==> src/rtl/rb_reader_pkg.sv <==
// ----------------------------------------------------------------------------
// rb_reader_pkg
//   Shared definitions for the MU result read-back path.
//   - Data, address and result widths used by both the writer and the reader.
//   - Number of words in one burst.
//   - Reader FSM state encoding.
//   - Tag that travels down the read-latency delay line.
//   - Helper that checks whether the unused high bits of a RAM word are set.
// ----------------------------------------------------------------------------
package rb_reader_pkg;

  localparam int MU_W        = 18;  // one MU result
  localparam int RAM_DW      = 32;  // result RAM word
  localparam int RAM_AW      = 8;   // result RAM word address
  localparam int BURST_WORDS = 4;   // MU1..MU4, shared with the writer
  localparam int IDX_W       = 2;   // selects a word within a burst

  localparam logic [IDX_W-1:0] LAST_IDX = IDX_W'(BURST_WORDS - 1);

  typedef enum logic [1:0] {
    ST_IDLE  = 2'd0,
    ST_ISSUE = 2'd1,
    ST_WAIT  = 2'd2,
    ST_HOLD  = 2'd3
  } rb_state_t;

  // One issued read: vld marks an issue cycle, idx says which result it fills.
  typedef struct packed {
    logic             vld;
    logic [IDX_W-1:0] idx;
  } rb_tag_t;

  // The writer only ever stores an 18-bit payload, so any set bit above it
  // means the RAM word is not something the writer produced.
  function automatic logic word_fmt_bad(input logic [RAM_DW-1:0] w);
    return |w[RAM_DW-1:MU_W];
  endfunction

endpackage

==> src/rtl/rb_reader_if.sv <==
// ----------------------------------------------------------------------------
// rb_reader_if
//   Bundles the reader's request, RAM read port and result handshake.
//   slave  : the reader (rb_reader)
//   master : the environment (RAM read data + requester + result consumer)
//   Signals:
//     start, ptr_clr       request a 4-word read-back / clear word pointer
//     re_n, r_addr         RAM read enable (active low) and word address
//     rd_data              RAM read data, payload in [17:0]
//     res1..res4           reassembled MU1..MU4 results
//     out_valid, out_ready result handshake
//     busy, fmt_err        request in progress / sticky format error
// ----------------------------------------------------------------------------
interface rb_reader_if;
  import rb_reader_pkg::*;

  logic              start;
  logic              ptr_clr;
  logic              re_n;
  logic [RAM_AW-1:0] r_addr;
  logic [RAM_DW-1:0] rd_data;
  logic [MU_W-1:0]   res1;
  logic [MU_W-1:0]   res2;
  logic [MU_W-1:0]   res3;
  logic [MU_W-1:0]   res4;
  logic              out_valid;
  logic              out_ready;
  logic              busy;
  logic              fmt_err;

  modport slave (
    input  start, ptr_clr, rd_data, out_ready,
    output re_n, r_addr, res1, res2, res3, res4, out_valid, busy, fmt_err
  );

  modport master (
    output start, ptr_clr, rd_data, out_ready,
    input  re_n, r_addr, res1, res2, res3, res4, out_valid, busy, fmt_err
  );

endinterface

==> src/rtl/rb_lat_pipe.sv <==
// ----------------------------------------------------------------------------
// rb_lat_pipe
//   RD_LAT-deep delay line for issue tags. A tag entering in the cycle a
//   read is issued leaves exactly RD_LAT cycles later, which is the cycle
//   the RAM presents that word on rd_data; tag_out.vld is the capture strobe.
//   Ports:
//     clk, rst  clock, synchronous active-high reset (clears all stages)
//     tag_in    {vld, idx} of the read issued this cycle
//     tag_out   {vld, idx} of the read whose data is on rd_data this cycle
// ----------------------------------------------------------------------------
module rb_lat_pipe
  import rb_reader_pkg::*;
#(
  parameter int RD_LAT = 1
) (
  input  logic    clk,
  input  logic    rst,
  input  rb_tag_t tag_in,
  output rb_tag_t tag_out
);

  // Stage s holds the tag issued s cycles ago.
  logic [RD_LAT:1]            vld_pipe;
  logic [RD_LAT:1][IDX_W-1:0] idx_pipe;

  always_ff @(posedge clk) begin
    if (rst) begin
      vld_pipe <= '0;
      idx_pipe <= '0;
    end else begin
      vld_pipe[1] <= tag_in.vld;
      idx_pipe[1] <= tag_in.idx;
      for (int s = 2; s <= RD_LAT; s++) begin
        vld_pipe[s] <= vld_pipe[s-1];
        idx_pipe[s] <= idx_pipe[s-1];
      end
    end
  end

  assign tag_out.vld = vld_pipe[RD_LAT];
  assign tag_out.idx = idx_pipe[RD_LAT];

endmodule

==> src/rtl/rb_reader.sv <==
// ----------------------------------------------------------------------------
// rb_reader
//   Read-back counterpart of the MU write-back path. A start request reads
//   four consecutive result-RAM words (MU1..MU4 in write-back order),
//   reassembles them into res1..res4 and offers them with valid/ready.
//   The word pointer free-runs across requests so consecutive read-backs
//   walk the RAM in the same order the writer filled it.
//   Parameters:
//     RD_LAT  RAM read latency, address/re_n low to rd_data valid (1..3)
//     PTR_W   word pointer width; r_addr is the zero-extended pointer
//   Ports:
//     clk, rst  clock, synchronous active-high reset (aborts any request)
//     bus       rb_reader_if.slave: start/ptr_clr, RAM read port,
//               res1..res4 with out_valid/out_ready, busy, fmt_err
// ----------------------------------------------------------------------------
module rb_reader
  import rb_reader_pkg::*;
#(
  parameter int RD_LAT = 1,
  parameter int PTR_W  = 6
) (
  input  logic       clk,
  input  logic       rst,
  rb_reader_if.slave bus
);

  rb_state_t                         state;
  logic [PTR_W-1:0]                  ptr;
  logic [PTR_W-1:0]                  ptr_nxt;
  logic [IDX_W-1:0]                  idx;
  logic                              re_n_q;
  logic [RAM_AW-1:0]                 r_addr_q;
  logic [BURST_WORDS-1:0][MU_W-1:0]  res_q;
  logic                              out_valid_q;
  logic                              busy_q;
  logic                              fmt_err_q;
  rb_tag_t                           iss_tag;
  rb_tag_t                           cap_tag;

  // Every ISSUE cycle sends one read into the latency line.
  always_comb begin
    iss_tag.vld = (state == ST_ISSUE);
    iss_tag.idx = idx;
  end

  // During ISSUE, ptr is the address being read this cycle. ptr_nxt is the
  // next address; ptr_clr overrides the increment, so a clear during ISSUE
  // keeps this cycle's address and makes the following issue use 0.
  always_comb begin
    ptr_nxt = ptr;
    if (bus.ptr_clr)
      ptr_nxt = '0;
    else if (state == ST_ISSUE)
      ptr_nxt = ptr + PTR_W'(1);
  end

  rb_lat_pipe #(
    .RD_LAT (RD_LAT)
  ) u_lat_pipe (
    .clk     (clk),
    .rst     (rst),
    .tag_in  (iss_tag),
    .tag_out (cap_tag)
  );

  always_ff @(posedge clk) begin
    if (rst) begin
      state       <= ST_IDLE;
      ptr         <= '0;
      idx         <= '0;
      re_n_q      <= 1'b1;
      r_addr_q    <= '0;
      res_q       <= '0;
      out_valid_q <= 1'b0;
      busy_q      <= 1'b0;
      fmt_err_q   <= 1'b0;
    end else begin
      ptr <= ptr_nxt;

      // Captures run off the delay line alone, independent of state.
      if (cap_tag.vld) begin
        res_q[cap_tag.idx] <= bus.rd_data[MU_W-1:0];
        if (word_fmt_bad(bus.rd_data))
          fmt_err_q <= 1'b1;
      end

      case (state)
        ST_IDLE: begin
          if (bus.start) begin
            state    <= ST_ISSUE;
            busy_q   <= 1'b1;
            re_n_q   <= 1'b0;
            r_addr_q <= RAM_AW'(ptr_nxt);
            idx      <= '0;
          end
        end

        ST_ISSUE: begin
          idx <= idx + IDX_W'(1);
          if (idx == LAST_IDX) begin
            state  <= ST_WAIT;
            re_n_q <= 1'b1;       // r_addr keeps the last issued address
          end else begin
            r_addr_q <= RAM_AW'(ptr_nxt);
          end
        end

        // The last word lands at the edge that ends this state.
        ST_WAIT: begin
          if (cap_tag.vld && (cap_tag.idx == LAST_IDX)) begin
            state       <= ST_HOLD;
            out_valid_q <= 1'b1;
            busy_q      <= 1'b0;
          end
        end

        // start is deliberately not looked at here, so a request that
        // coincides with the handshake is dropped rather than queued.
        ST_HOLD: begin
          if (bus.out_ready) begin
            state       <= ST_IDLE;
            out_valid_q <= 1'b0;
          end
        end

        default: state <= ST_IDLE;
      endcase
    end
  end

  assign bus.re_n      = re_n_q;
  assign bus.r_addr    = r_addr_q;
  assign bus.res1      = res_q[0];
  assign bus.res2      = res_q[1];
  assign bus.res3      = res_q[2];
  assign bus.res4      = res_q[3];
  assign bus.out_valid = out_valid_q;
  assign bus.busy      = busy_q;
  assign bus.fmt_err   = fmt_err_q;

endmodule

==> src/flat_wrapper.sv <==
// flat-port wrapper written by rule: the top's interface ports become plain ports
module rb_reader_flat import rb_reader_pkg::*;
#(
  parameter int RD_LAT = 1,
  parameter int PTR_W  = 6
)
  (clk, rst, bus_start, bus_ptr_clr, bus_rd_data, bus_out_ready, bus_re_n, bus_r_addr, bus_res1, bus_res2, bus_res3, bus_res4, bus_out_valid, bus_busy, bus_fmt_err);
  rb_reader_if bus_i ();
  input  logic clk;
  input  logic rst;
  input wire logic [$bits(bus_i.start)-1:0] bus_start;
  input wire logic [$bits(bus_i.ptr_clr)-1:0] bus_ptr_clr;
  input wire logic [$bits(bus_i.rd_data)-1:0] bus_rd_data;
  input wire logic [$bits(bus_i.out_ready)-1:0] bus_out_ready;
  output wire logic [$bits(bus_i.re_n)-1:0] bus_re_n;
  output wire logic [$bits(bus_i.r_addr)-1:0] bus_r_addr;
  output wire logic [$bits(bus_i.res1)-1:0] bus_res1;
  output wire logic [$bits(bus_i.res2)-1:0] bus_res2;
  output wire logic [$bits(bus_i.res3)-1:0] bus_res3;
  output wire logic [$bits(bus_i.res4)-1:0] bus_res4;
  output wire logic [$bits(bus_i.out_valid)-1:0] bus_out_valid;
  output wire logic [$bits(bus_i.busy)-1:0] bus_busy;
  output wire logic [$bits(bus_i.fmt_err)-1:0] bus_fmt_err;
  assign bus_i.start = bus_start;
  assign bus_i.ptr_clr = bus_ptr_clr;
  assign bus_i.rd_data = bus_rd_data;
  assign bus_i.out_ready = bus_out_ready;
  assign bus_re_n = bus_i.re_n;
  assign bus_r_addr = bus_i.r_addr;
  assign bus_res1 = bus_i.res1;
  assign bus_res2 = bus_i.res2;
  assign bus_res3 = bus_i.res3;
  assign bus_res4 = bus_i.res4;
  assign bus_out_valid = bus_i.out_valid;
  assign bus_busy = bus_i.busy;
  assign bus_fmt_err = bus_i.fmt_err;
  rb_reader #(.RD_LAT(RD_LAT), .PTR_W(PTR_W)) u_core (.clk(clk), .rst(rst), .bus(bus_i));
endmodule
==> config.mk <==
export PLATFORM = sky130hd
export DESIGN_NAME = rb_reader_flat
export DESIGN_NICKNAME = d
export VERILOG_FILES = /design/src/rtl/rb_reader_pkg.sv /design/src/rtl/rb_reader_if.sv /design/src/rtl/rb_lat_pipe.sv /design/src/rtl/rb_reader.sv /design/src/flat_wrapper.sv
export SDC_FILE = /design/constraint.sdc
export NUM_CORES = 1
export LEC_CHECK = 0
export ABC_AREA = 0
export CAP_MARGIN = 20
export CORE_ASPECT_RATIO = 0.9
export CORE_MARGIN = 1.5
export CORE_UTILIZATION = 41
export DETAILED_ROUTE_END_ITERATION = 12
export GPL_TIMING_DRIVEN = 1
export HOLD_SLACK_MARGIN = 0.02
export PLACE_DENSITY_LB_ADDON = 0.08
export SLEW_MARGIN = 5
export SYNTH_ARGS = -nofsm -noshare
export SYNTH_HDL_FRONTEND = slang
export SYNTH_SLANG_ARGS = --single-unit
==> constraint.sdc <==
create_clock -name clk -period 1.55 [get_ports clk]
set_clock_uncertainty 0.05 [all_clocks]
set_input_delay 0.155 -clock clk [delete_from_list [all_inputs] [get_ports clk]]
set_output_delay 0.155 -clock clk [all_outputs]
set_load 0.01 [all_outputs]
==> run metrics <==
status finished clean; reg2reg end u_core.bus.r_addr[2]; total CTS buffers 9; HP Class in -> reg; Cell variety after synth 42; Power Density around 1200 nW/µm²; Via density between 4 and 5; Ys Warns 0; final cell count without fillers between 600 and 700; Post-synth EDFFs 0; Die Y between 90 and 100 µm; final setup fails 0; Syn Area/Cell ~8.2 µm²; Post-Syn Area between 3000 and 4000 µm²; Crit. End Element flop; Crit Path Max Fanout 4; Hold Startpoint rst; MaxCap Viol Count 0; clk slew on worst S/H paths about 100 ps; FP Rows 32; R2R cell count 6; WHS Endpoint u_core.state[1]; Slowest cell on crit path dfxtp_4; cell count after synthesis approximately 440; Nets 605; CTS tree done; ANT nets after route 0; vias in the first global route ~3.1k; antenna cells 0; Peak Freq between 0.6 and 0.7 GHz; Async S/R FF share, synth 0; full die area between 9000 and 10000 µm²; CTS Hold Bufs 0; area delta synth->final 47.23%; layout cells sized above 1 0.1131; gpl congestion approximately 0.80; max-slew violation count 0; Seq/Total Area, Yosys 0.5302; CTS HTree Levels 3; RSZ-0062 raised after global routing true; P_leak approximately 1.8 nW; GRT Residual Overflow 0; chip width approximately 100 µm; r2r setup slk 30 ps; initial core utilization 0.4206; largest net degree at the start of global routing 50; reg-to-reg startpoint u_core.state[0]; average wire per cell in the routed design 14.25 µm; GRT Total Usage 0.2102; arrival time worst endpoint ~1800 ps; CTS Root Buffer Type clkbuf_8; Initial DRC Count 120; CP max stage delay around 410 ps; global-route wire length before repair 15.34 mm; detailed placement HPWL ~7 mm; I/O pin cnt 121; DRC 0; worst hold stages 3; via count about 3.3k; # port buffers about 120; CP startpoint kind flop; Clock Tree Buf Depth 2; Clock Latency Late Sink approximately 360 ps; WS Path Type reg -> reg; Clock Sinks 95; worst endpoint required time about 1800 ps; Detailed Route WL ~9.8 mm; Hold Vio Cnt, Final 0; DR pass1 iterations 5; Placed Cells roughly 660; Synth Flop Type dfxtp_1; FF+latch count, synth 95; Final Cycle Share 0.9810; IR drop worst, VDD 1.018 mV; fin crit period ~1500 ps; Min Hold Slack roughly 210 ps; initial antenna violation count 0; critical-path cell list inv_4 -> ha_4 -> mux2i_2 -> a21oi_4 -> or3b_4 -> a21oi_2; Core Region between 8000 and 9000 µm²
registers in the layout (all words and copies together), names as in the netlist, 6 cells and up:
register	flops
u_core.bus.res1	18
u_core.bus.res4	18
u_core.bus.res2	18
u_core.bus.r_addr	6
u_core.bus.res3	18
u_core.ptr	6
how the worst max path moves through the flow:
stage	start	end	slack, ps	cells after the start
2_1_floorplan	u_core.state[1]	u_core.bus.r_addr[2]	4	6
3_3_place_gp	bus_start	u_core.bus.busy	40	5
3_5_place_dp	bus_start	u_core.state[0]	-30	5
4_1_cts	u_core.state[1]	u_core.state[0]	10	6
5_1_grt	u_core.state[0]	u_core.bus.r_addr[2]	-60	6
6_report	u_core.state[0]	u_core.bus.r_addr[2]	30	6
worst max-delay path, delay by kind of cell (launching register included):
family	cells	cell delay [ps]
DFF	1	410
adders and majority gates	1	160
AOI/OAI and AO/OA	2	240
muxes	1	160
buffers and inverters	1	50
and+or+nand+nor	1	390
cell usage after synthesis (all sizes together) (3+ instances only):
| cell | n | area share |
|---|---|---|
| nor3 | 5 | 0.0070 |
| ha | 7 | 0.024 |
| dfxtp | 95 | 0.53 |
| mux2i | 4 | 0.011 |
| nor2b | 4 | 0.0070 |
| nand2 | 150 | 0.16 |
| a21oi | 83 | 0.12 |
| nor4 | 3 | 0.0052 |
| nand4 | 3 | 0.0052 |
| xor2 | 3 | 0.0073 |
| clkbuf | 12 | 0.013 |
| nor2 | 13 | 0.014 |
| nand2b | 3 | 0.0052 |
| buf | 18 | 0.029 |
| inv | 6 | 0.0063 |
where the power goes:
part | leakage, nW | internal [mW] | switching [mW]
Sequential | 0.769 | 2.61 | 0.121
Clock | 0.109 | 0.861 | 0.912
Combinational | 0.972 | 0.829 | 0.773
per-layer routing:
layer,GRT usage,part of all wire,up-vias
met3,0.07241,0.083,7
met2,0.3361,0.45,105
li1,-,-,1673
met5,0,0,-
met4,0.04861,0.0073,0
met1,0.2722,0.46,1518
per-stage QoR:
step	power (mW)	util	TNS [ps]	worst slack [ps]	instance area, µm²
after global routing	6.420	0.6193	-151.9	-57.48	5281
final	6.106	0.6193	0	29.42	5281
after floorplan	3.585	-	0	4.248	3623
after CTS	6.001	0.6112	0	13.49	5213
after global placement	4.159	0.5833	0	39.14	4975
after detailed placement	4.191	0.5833	-28.35	-28.35	4975
final cells by class:
class | count | area (µm²)
timing repair buffer | 143 | 1393
tap | 119 | 148.9
fill | 783 | 3247
clock buffer | 10 | 148.9
inverter | 6 | 25.02
multi-input combinational | 306 | 1585
clock inverter | 6 | 72.57
sequential | 95 | 1908
kinds of logic after synthesis:
kind of cell | after synthesis | synth area share
other | 1 | 0.001045
muxes | 4 | 0.01116
xor gates and xnor gates | 5 | 0.01221
buffers and inverters | 36 | 0.04778
DFF | 95 | 0.5302
adders and majority gates | 7 | 0.02441
and+or+nand+nor | 194 | 0.2295
AOI/OAI and AO/OA | 94 | 0.1437
placed cells by master (no fill, tap or decap), drive strengths merged:
master	count
conb	2
or2	1
nor2b	4
o21bai	1
nand2	150
or2b	2
clkdlybuf4s50	116
xor2	3
nor4	3
a211oi	1
and3b	1
or3b	2
clkbuf	10
buf	26
nor3	5
a41oi	1
o21ai	1
nand4	3
o32ai	2
nand2b	3
a21boi	1
inv	8
nor2	13
o22ai	1
ha	7
dlymetal6s2s	1
nand3	2
clkinv	2
a21oi	83
a21o	1
dfxtp	95
clkinvlp	1
xnor2	2
mux2i	4
bufinv	1
and3	2
a32oi	1
nor3b	1
nand3b	2
a311oi	1
repair_timing:
| action | CTS | global route |
|---|---|---|
| setup endpoints to repair | 2 | 11 |
| resized for setup | 2 | 12 |
| endpoints found under the hold margin | 0 | 0 |
| pin swaps | 0 | 3 |
| setup buffers | 1 | 4 |
(Power assumes the default switching activity.)
